### config.mk
export PLATFORM = sky130hd
export DESIGN_NAME = pu_ram_wr_flat
export DESIGN_NICKNAME = d
export VERILOG_FILES = /design/src/rtl/pu_ram_wr_pkg.sv /design/src/rtl/pu_ram_wr_if.sv /design/src/rtl/pu_sync_fifo.sv /design/src/rtl/pu_ram_wr.sv /design/src/flat_wrapper.sv
export SDC_FILE = /design/constraint.sdc
export NUM_CORES = 1
export LEC_CHECK = 0
export CAP_MARGIN = 15
export CORE_ASPECT_RATIO = 1.2
export CORE_MARGIN = 10
export CORE_UTILIZATION = 25
export DETAILED_ROUTE_END_ITERATION = 7
export HOLD_SLACK_MARGIN = 0.12
export PLACE_DENSITY = 0.39
export SYNTH_ARGS = -nofsm -noshare
export SYNTH_HDL_FRONTEND = slang
export SYNTH_SLANG_ARGS = --single-unit
### constraint.sdc
create_clock -name clk -period 9.1 [get_ports clk]
set_clock_uncertainty 0.2 [all_clocks]
set_input_delay 0.91 -clock clk [delete_from_list [all_inputs] [get_ports clk]]
set_output_delay 0.91 -clock clk [all_outputs]
set_load 0.005 [all_outputs]
### src/rtl/pu_ram_wr_pkg.sv
// Shared definitions for the store-side port unit: size encodings, bank count
// and small helpers for byte-lane handling.
package pu_ram_wr_pkg;

  localparam int NBANK = 4;

  typedef enum logic [1:0] {
    SZ_B   = 2'b00,
    SZ_H   = 2'b01,
    SZ_W   = 2'b10,
    SZ_RSV = 2'b11
  } size_e;

  // Byte k of a 32-bit store word (byte 0 in the least significant bits).
  function automatic logic [7:0] laneByte(input logic [31:0] data, input logic [1:0] k);
    return data[{k, 3'b000} +: 8];
  endfunction

  // Number of bytes moved by a size code; zero marks the reserved encoding.
  function automatic logic [2:0] sizeBytes(input size_e sz);
    case (sz)
      SZ_B:    return 3'd1;
      SZ_H:    return 3'd2;
      SZ_W:    return 3'd4;
      default: return 3'd0;
    endcase
  endfunction

endpackage

### src/rtl/pu_ram_wr_if.sv
// Store request channel: valid/ready handshake carrying address, data and size.
interface pu_ram_wr_if;
  import pu_ram_wr_pkg::*;

  logic        valid_in;
  logic        ready_out;
  logic [31:0] addr_in;
  logic [31:0] data_in;
  size_e       size_in;

  modport master (output valid_in, output addr_in, output data_in, output size_in,
                  input ready_out);
  modport slave  (input valid_in, input addr_in, input data_in, input size_in,
                  output ready_out);

endinterface

### src/rtl/pu_sync_fifo.sv
// Small synchronous FIFO with a separate occupancy counter so full/empty stay
// unambiguous when the power-of-two pointers wrap.
module pu_sync_fifo #(
  parameter int DEPTH = 4,
  parameter int WIDTH = 8
) (
  input  logic                         clk,
  input  logic                         rst,
  input  logic                         push_i,
  input  logic                         pop_i,
  input  logic [WIDTH-1:0]             wdata_i,
  output logic [WIDTH-1:0]             rdata_o,
  output logic                         full_o,
  output logic                         empty_o,
  output logic [$clog2(DEPTH+1)-1:0]   count_o
);

  localparam int PW = $clog2(DEPTH);
  localparam int CW = $clog2(DEPTH + 1);

  logic [WIDTH-1:0] mem_q [DEPTH];
  logic [PW-1:0]    wrPtr_q, wrPtr_d;
  logic [PW-1:0]    rdPtr_q, rdPtr_d;
  logic [CW-1:0]    count_q, count_d;
  logic             doPush;
  logic             doPop;

  assign full_o  = (count_q == CW'(DEPTH));
  assign empty_o = (count_q == '0);
  assign count_o = count_q;
  assign rdata_o = mem_q[rdPtr_q];
  assign doPush  = push_i && !full_o;
  assign doPop   = pop_i && !empty_o;

  always_comb begin
    wrPtr_d = wrPtr_q + PW'(doPush);
    rdPtr_d = rdPtr_q + PW'(doPop);
    count_d = count_q;
    case ({doPush, doPop})
      2'b10:   count_d = count_q + CW'(1);
      2'b01:   count_d = count_q - CW'(1);
      default: count_d = count_q;
    endcase
  end

  // Storage is cleared too, so the head-derived bank outputs read zero after reset.
  always_ff @(posedge clk or negedge rst) begin
    if (!rst) begin
      wrPtr_q <= '0;
      rdPtr_q <= '0;
      count_q <= '0;
      for (int i = 0; i < DEPTH; i++) begin
        mem_q[i] <= '0;
      end
    end else begin
      wrPtr_q <= wrPtr_d;
      rdPtr_q <= rdPtr_d;
      count_q <= count_d;
      if (doPush) begin
        mem_q[wrPtr_q] <= wdata_i;
      end
    end
  end

endmodule

### src/rtl/pu_ram_wr.sv
// Store port unit: validates and queues byte/half/word stores, then drains one
// per granted cycle across four byte-wide memory banks.
module pu_ram_wr
  import pu_ram_wr_pkg::*;
#(
  parameter int DEPTH = 4,
  parameter int ROW_W = 11
) (
  input  logic             clk,
  input  logic             rst,
  pu_ram_wr_if.slave       st,
  input  logic             gnt_in,
  output logic             fault_out,
  output logic             empty_out,
  output logic             we_out0,
  output logic             we_out1,
  output logic             we_out2,
  output logic             we_out3,
  output logic [ROW_W-1:0] addr_out0,
  output logic [ROW_W-1:0] addr_out1,
  output logic [ROW_W-1:0] addr_out2,
  output logic [ROW_W-1:0] addr_out3,
  output logic [7:0]       data_out0,
  output logic [7:0]       data_out1,
  output logic [7:0]       data_out2,
  output logic [7:0]       data_out3
);

  localparam int AW = ROW_W + 2;
  localparam int EW = AW + 32 + 3;
  localparam int CW = $clog2(DEPTH + 1);
  localparam logic [32:0] MEM_LIMIT = 33'(1) << AW;

  logic [2:0]       nbIn;
  logic [32:0]      endAddr;
  logic             badReq;
  logic             accept;
  logic             push;
  logic             pop;
  logic             fault_q, fault_d;
  logic             fifoFull;
  logic             fifoEmpty;
  logic [CW-1:0]    fifoCount;
  logic [EW-1:0]    wrEntry;
  logic [EW-1:0]    headEntry;
  logic [AW-1:0]    headAddr;
  logic [31:0]      headData;
  logic [2:0]       headNb;
  logic             weArr   [NBANK];
  logic [ROW_W-1:0] rowArr  [NBANK];
  logic [7:0]       byteArr [NBANK];

  // Range check runs in 33 bits so a store ending past 0xFFFFFFFF cannot wrap back in range.
  assign nbIn      = sizeBytes(st.size_in);
  assign endAddr   = {1'b0, st.addr_in} + {30'b0, nbIn} - 33'd1;
  assign badReq    = (st.size_in == SZ_RSV) || (endAddr >= MEM_LIMIT);
  assign st.ready_out = (fifoCount != CW'(DEPTH));
  assign accept    = st.valid_in && st.ready_out;
  assign push      = accept && !badReq && !fifoFull;
  assign pop       = !fifoEmpty && gnt_in;
  assign wrEntry   = {st.addr_in[AW-1:0], st.data_in, nbIn};
  assign fault_d   = accept && badReq;
  assign fault_out = fault_q;
  assign empty_out = fifoEmpty;

  always_ff @(posedge clk or negedge rst) begin
    if (!rst) begin
      fault_q <= 1'b0;
    end else begin
      fault_q <= fault_d;
    end
  end

  pu_sync_fifo #(
    .DEPTH (DEPTH),
    .WIDTH (EW)
  ) u_fifo (
    .clk     (clk),
    .rst     (rst),
    .push_i  (push),
    .pop_i   (pop),
    .wdata_i (wrEntry),
    .rdata_o (headEntry),
    .full_o  (fifoFull),
    .empty_o (fifoEmpty),
    .count_o (fifoCount)
  );

  assign headAddr = headEntry[EW-1 -: AW];
  assign headData = headEntry[34:3];
  assign headNb   = headEntry[2:0];

  // Bank b carries byte k of the store; banks below the start offset land on the next row.
  for (genvar b = 0; b < NBANK; b++) begin : g_lane
    logic [1:0]    k;
    logic [AW-1:0] byteAddr;

    assign k          = 2'(b) - headAddr[1:0];
    assign byteAddr   = headAddr + AW'(k);
    assign rowArr[b]  = byteAddr[AW-1:2];
    assign byteArr[b] = laneByte(headData, k);
    assign weArr[b]   = pop && ({1'b0, k} < headNb);
  end

  assign we_out0   = weArr[0];
  assign we_out1   = weArr[1];
  assign we_out2   = weArr[2];
  assign we_out3   = weArr[3];
  assign addr_out0 = rowArr[0];
  assign addr_out1 = rowArr[1];
  assign addr_out2 = rowArr[2];
  assign addr_out3 = rowArr[3];
  assign data_out0 = byteArr[0];
  assign data_out1 = byteArr[1];
  assign data_out2 = byteArr[2];
  assign data_out3 = byteArr[3];

endmodule

### src/flat_wrapper.sv
// flat-port wrapper written by rule: the top's interface ports become plain ports
module pu_ram_wr_flat import pu_ram_wr_pkg::*;
#(
  parameter int DEPTH = 4,
  parameter int ROW_W = 11
)
  (clk, rst, gnt_in, fault_out, empty_out, we_out0, we_out1, we_out2, we_out3, addr_out0, addr_out1, addr_out2, addr_out3, data_out0, data_out1, data_out2, data_out3, st_valid_in, st_addr_in, st_data_in, st_size_in, st_ready_out);
  pu_ram_wr_if st_i ();
  input  logic clk;
  input  logic rst;
  input  logic gnt_in;
  output logic fault_out;
  output logic empty_out;
  output logic we_out0;
  output logic we_out1;
  output logic we_out2;
  output logic we_out3;
  output logic [ROW_W-1:0] addr_out0;
  output logic [ROW_W-1:0] addr_out1;
  output logic [ROW_W-1:0] addr_out2;
  output logic [ROW_W-1:0] addr_out3;
  output logic [7:0] data_out0;
  output logic [7:0] data_out1;
  output logic [7:0] data_out2;
  output logic [7:0] data_out3;
  input wire logic [$bits(st_i.valid_in)-1:0] st_valid_in;
  input wire logic [$bits(st_i.addr_in)-1:0] st_addr_in;
  input wire logic [$bits(st_i.data_in)-1:0] st_data_in;
  input wire logic [$bits(st_i.size_in)-1:0] st_size_in;
  output wire logic [$bits(st_i.ready_out)-1:0] st_ready_out;
  assign st_i.valid_in = st_valid_in;
  assign st_i.addr_in = st_addr_in;
  assign st_i.data_in = st_data_in;
  assign st_i.size_in = st_size_in;
  assign st_ready_out = st_i.ready_out;
  pu_ram_wr #(.DEPTH(DEPTH), .ROW_W(ROW_W)) u_core (.clk(clk), .rst(rst), .st(st_i), .gnt_in(gnt_in), .fault_out(fault_out), .empty_out(empty_out), .we_out0(we_out0), .we_out1(we_out1), .we_out2(we_out2), .we_out3(we_out3), .addr_out0(addr_out0), .addr_out1(addr_out1), .addr_out2(addr_out2), .addr_out3(addr_out3), .data_out0(data_out0), .data_out1(data_out1), .data_out2(data_out2), .data_out3(data_out3));
endmodule
; Yosys cells after proc, flatten, opt, wreduce, memory -nomap -nowiden
; Index checks and enable logic that the tools add are counted.
[word_totals]
register_bits = 200
elab_cells = 70
[op_classes]
addsub = 14
magnitude_cmp = 8
n_eq_ne = 7
shifts = 4
mux = 8
bitwise = 2
reduce_logical = 19
[op_table]
columns = cell, count
row1 = $bwmux 192, 1
row2 = $mux 48, 3
row3 = $shiftx 32x6->8, 4
row4 = $bmux 48 s2, 1
row5 = $demux 48 s2, 1
row6 = $add 13x2->13, 4
row7 = $add 32x3->33, 1
row8 = $ge 33x14->1 const B, 1
row9 = $sub 33x1->33 const B, 1
row10 = $logic_and 1x1->1, 12
row11 = $lt 2x3->1, 4
row12 = $pmux 3 s3, 1
row13 = $eq 2x2->1 const B, 3
row14 = $ge 3x3->1 const B, 2
row15 = $not 2->3, 2
row16 = $pmux 3 s2, 1
row17 = $add 2x1->2, 2
row18 = $eq 2x1->1 const B, 2
row19 = $sub 1x2->2 const A, 2
row20 = $sub 2x2->2 const A, 2
row21 = $add 3x1->3 const B, 1
row22 = $eq 3x3->1 const B, 1
row23 = $logic_not 1->1, 3
row24 = $logic_not 3->1, 1
row25 = 6 further kinds, 6

; Logic depth before layout (Yosys ltp)
[logic_depth]
ltp_word = 12
depth_mapped = 22

; By module
; Synthesis repeated with hierarchy kept, for this count alone.
[hier_totals]
hier_cells = 1014
area_unflattened_um2 = 12553.3
[modules_own_cells]
columns = module, n_inst, cells_per_inst, area_per_inst_um2, seq_area_each_um2
row1 = pu_sync_fifo, 1, 493, 8669.6, 4979.8
row2 = pu_ram_wr, 1, 521, 3883.7, 25.0

; Least setup slack after synthesis
; OpenSTA, ideal clock, no wires.
[synth_timing]
path_kind = input to register
from = input st_size_in[1]
to = register u_core.u_fifo.count_q[1] (netlist: u_core.u_fifo.count_o[1])
setup_time_ns = 0.083
arrival_time_ns = 4.926
path_slack_ns = 3.892
cell_stages = 18
path_buffers = 0
path_cell_list = nor2b_1 -> inv_1 -> ha_1 -> inv_1 -> ha_1 -> a211oi_2 -> o21ai_1 -> a221oi_2 -> nor3_1 -> a41o_1 -> or3b_1 -> or4_1 -> nor4_1 -> nand3_1 -> ha_1 -> inv_1 -> fa_1 -> o21ai_0
[synth_via]
elab_chain_len = 12
word_cells_on_any_way = 17
cone_classes = add/sub: 2 / order compare: 1 / eq/ne: 5 / mux: 2 / reduce/logical: 7
[synth_rtl]
columns = element, line_no
row1 = from (decl), flat_wrapper.sv:29  ; input wire logic [$bits(st_i.size_in)-1:0] st_size_in;
row2 = $eq 2x2->1 (tied with other cells), pu_ram_wr_pkg.sv:21  ; case (sz)
row3 = $pmux 3 s3, pu_ram_wr_pkg.sv:21
row4 = $add 32x3->33, pu_ram_wr.sv:55  ; assign endAddr = {1'b0, st.addr_in} + {30'b0, nbIn} - 33'd1;
row5 = $sub 33x1->33, pu_ram_wr.sv:55
row6 = $ge 33x14->1, pu_ram_wr.sv:56  ; assign badReq = (st.size_in == SZ_RSV) || (endAddr >= MEM_LIMIT);
row7 = $logic_or 1x1->1 *, pu_ram_wr.sv:56
row8 = $logic_not 1->1 *, pu_ram_wr.sv:59  ; assign push = accept && !badReq && !fifoFull;
row9 = $logic_and 1x1->1 * (2 in a row), pu_ram_wr.sv:59
row10 = $logic_and 1x1->1 *, pu_sync_fifo.sv:32  ; assign doPush = push_i && !full_o;
row11 = $eq 2x1->1 or $eq 2x2->1 (tied branches), pu_sync_fifo.sv:39  ; case ({doPush, doPop})
row12 = $pmux 3 s2 or $reduce_bool 2->1 (tied branches), -
row13 = to (signal assigned), pu_sync_fifo.sv:58  ; count_q <= count_d;
row14 = to (decl), pu_sync_fifo.sv:24  ; logic [CW-1:0] count_q, count_d;
; Every way passes the cells marked *; elsewhere a longest branch is shown, timed or not.
; A chain may end at the register's enable or synchronous reset.

; Worst setup path after layout
; Ends and elaborated chain as after synthesis.

==> summary.md <==
| Metric | Value |
|---|---|
| Yosys Warn Count | `0` |
| Worst-Skew Late Latency | `roughly 0.43 ns` |
| Initial antenna violation count | `3` |
| PortBufs | `152` |
| Synth cell count leaders | `dfrtp_1, mux2_2, mux2_1` |
| Post-Synthesis Cell Area | `roughly 12000 sq um` |
| Buf/Inv on CP | `4` |
| Mapped Cells | `998` |
| Net Count, Synth | `1116` |
| Worst Path Max Fanout | `5` |
| Post-route DRC violation count | `0` |
| Avg WL per Cell | `~21 um` |
| P_leak | `roughly 6.7 nW` |
| Top cell type's share of synthesized area | `40.4%` |
| CTS tree | `yes` |
| CTS HTree Levels | `4` |
| Routability-driven placement congestion ratio | `0.799` |
| Crit path arrival time | `~6 ns` |
| Hpwl dp | `26.7 mm` |
| DR vias/cell | `between 4 and 5` |
| Clk Tree Root Cell | `clkbuf_16` |
| Reg2reg setup slack | `between 6 and 7 ns` |
| Status | `finished, final reports clean` |
| Vias in the first global route | `between 9k and 10k` |
| EDFF count, synth | `0` |
| Pre-CTS WS | `~2.7 ns` |
| First-pass iteration count of the detailed router | `4` |
| Setup ws final | `roughly 3.2 ns` |
| Antenna Violating Nets Remaining | `0` |
| Critical Path End Type | `register` |
| CTS sink count | `200` |
| Setup violations, final | `0` |
| Hold EP | `u_core.u_fifo.mem_q[35]$_DFFE_PN0P_` |
| Crit Path Class | `input port to register` |
| Count of cell types in the netlist | `around 70` |
| Unrepaired setup endpoints after global routing | `false` |
| Die ar. | `approximately 59000 sq um` |
| Relative slew slack | `between 40% and 50%` |
| Worst reg2reg path endpoint | `u_core.u_fifo.mem_q[158]$_DFFE_PN0P_` |
| Power density over the cells | `~140 nW/um^2` |
| Max Clk Rate | `approximately 0.17 GHz` |
| Max-cap violations | `0` |
| Worst r2r path cells | `7` |
| Initial core utilization | `25.2%` |
| HP Start | `u_core.u_fifo.mem_q[35]$_DFFE_PN0P_` |
| Largest net degree at the start of global routing | `roughly 100` |
| Fraction of layout cells with a size suffix above 1 | `21.3%` |
| Core box area | `49100 sq um` |
| CP Launch Type | `input port` |
| Final wirelength | `37.1 mm` |
| GRT overflow | `0` |
| Global-route wire length before repair | `roughly 58 mm` |
| Final worst-path cycle share | `64.5%` |
| Cell Area, Placed | `14400 sq um` |
| Die width | `roughly 220 um` |
| Sequential-to-total area share from yosys stat | `40.4%` |
| Slew Limit Fails | `0` |
| Via count | `8346` |
| Critical Path RT | `between 9 and 10 ns` |
| Hold Crit Depth | `1` |
| Top FF cell, synth | `dfrtp_1` |
| Slowest-stage cell, CP | `clkdlybuf4s50_1` |
| Placement row count | `between 80 and 90` |
| Post-cts hold buffer count | `0` |
| Crit-path cells | `clkdlybuf4s50_1, nor2b_1, inv_1, ha_1, inv_1, ha_1, a211oi_2, o21ai_1, a221oi_2, xnor2_1, a2111o_1, nor4_1, or3b_1, nor4_1, nand3_1, ha_1, inv_1, fa_1, o21ai_0` |
| Clock buffer depth | `2` |
| GR Util All Layers | `between 10% and 20%` |
| Largest cells by area after synthesis | `dfrtp_1, mux4_2, mux2_2` |
| Async S/R FF share, synth | `100%` |
| Post-CTS sizing | `0` |
| Fin area | `~15000 sq um` |
| Die Ht | `roughly 260 um` |
| Min Tclk post-route | `5.87 ns` |
| Top-count cell post-synth | `dfrtp_1` |
| Peak VDD IR | `roughly 120 uV` |
| Clk slew on worst S/H paths | `0.07 ns` |
| Post-CTS Setup Inserts | `0` |
| Final hold vios | `0` |
| Layout area overhead | `21.2%` |
| Synth area leader | `dfrtp_1` |
| Worst Max-Slew Pin Slew | `roughly 0.90 ns` |
| Tightest Hold Check Type | `register to register` |
| I/O Pins | `between 150 and 200` |
| Critical Path Max Stage Delay | `0.51 ns` |
| Total CTS buffers | `17` |
| Initial DRC count | `approximately 390` |
| Synthesized flop and latch total | `200` |
| Fin Setup TNS | `0 ns` |
| Syn avg cell area | `about 12 sq um` |
| Net count, final | `~1.2k` |
| Family with the most delay on the worst path | `simple AND/OR/NAND/NOR gates` |
| Reg-to-reg startpoint | `u_core.u_fifo.count_o[0]$_DFFE_PN0P_` |
-- logic make-up after synthesis --
| family | share of synthesized area, % |
|---|---|
| mux | 32.0 |
| fa+ha+maj | 4.97 |
| simple gates | 8.08 |
| buf+inv | 4.55 |
| flops | 40.4 |
| compound gates | 7.37 |
| xor+xnor | 2.68 |
-- flip-flops by register name, summed over array words and instances, names as in the netlist --
| name | flops |
|---|---|
| u_core.u_fifo.wrPtr_q | 2 |
| u_core.fault_out | 1 |
| u_core.u_fifo.rdPtr_q | 2 |
| u_core.u_fifo.count_o | 3 |
| u_core.u_fifo.mem_q | 192 |
-- area by class of cell --
type / count / area, sq um
multi-input combinational: 692 / 6830
timing repair buffer: 162 / 1600
sequential: 200 / 5010
clock inverter: 13 / 149
fill: 5045 / 34100
antenna: 2 / 5.00
clock buffer: 19 / 443
tap: 637 / 797
inverter: 53 / 199
-- cell usage in the layout (no fill, tap or decap), drive strengths merged, types with 4 or more instances in the layout --
master / count
nand2b: 4
mux2i: 36
nor2b: 5
nand4: 10
mux4: 64
a211oi: 9
nor4: 8
nor2: 36
nand3: 13
clkbuf: 20
nand2: 62
and3: 4
dfrtp: 200
xnor2: 25
mux2: 192
o211ai: 11
and2: 6
xor2: 13
a21oi: 50
buf: 10
nor3b: 6
ha: 46
o21a: 8
or3: 5
clkdlybuf4s50: 151
nor3: 9
inv: 61
a21o: 8
o21ai: 23
-- through the flow --
stage | power (W) | instances | hold slack [ns] | utilization, %
2_1_floorplan | 0.00126 | 998 | 0.252 | -
3_3_place_gp | 0.00145 | 1744 | 0.262 | 29.4
3_5_place_dp | 0.00145 | 1744 | 0.269 | 29.4
4_1_cts | 0.00223 | 1776 | 0.288 | 30.6
5_1_grt | 0.00230 | 1778 | 0.296 | 30.6
6_report | 0.00218 | 1778 | 0.286 | 30.6
-- where the power goes --
group | leakage (nW) | internal (W) | total, W | switching [W]
logic | 3.65 | 0.000195 | 0.000465 | 0.000270
registers | 2.78 | 0.000903 | 0.000945 | 0.0000421
clock network | 0.282 | 0.000378 | 0.000765 | 0.000387
-- worst max path at each step --
| stage | startpoint | to | slack [ns] | cells after the start |
|---|---|---|---|---|
| after floorplan | st_size_in[1] | u_core.u_fifo.count_o[1]$_DFFE_PN0P_ | 3.89 | 18 |
| after global placement | st_size_in[0] | u_core.u_fifo.mem_q[121]$_DFFE_PN0P_ | 2.76 | 18 |
| after detailed placement | st_size_in[0] | u_core.u_fifo.mem_q[25]$_DFFE_PN0P_ | 2.72 | 18 |
| after CTS | u_core.u_fifo.rdPtr_q[0]$_DFF_PN0_ | we_out2 | 3.05 | 9 |
| after global routing | st_size_in[1] | u_core.u_fifo.count_o[2]$_DFFE_PN0P_ | 2.80 | 21 |
| final | st_size_in[1] | u_core.u_fifo.count_o[1]$_DFFE_PN0P_ | 3.23 | 19 |
-- routing by layer --
metal	global-route usage (%)	vias up	part of all wire (%)
met4	2.65	2	0.67
met1	16.0	4260	46
li1	-	3950	-
met3	2.35	12	3.3
met5	0	-	0.019
met2	21.7	122	50
(Power assumes the default switching activity.)
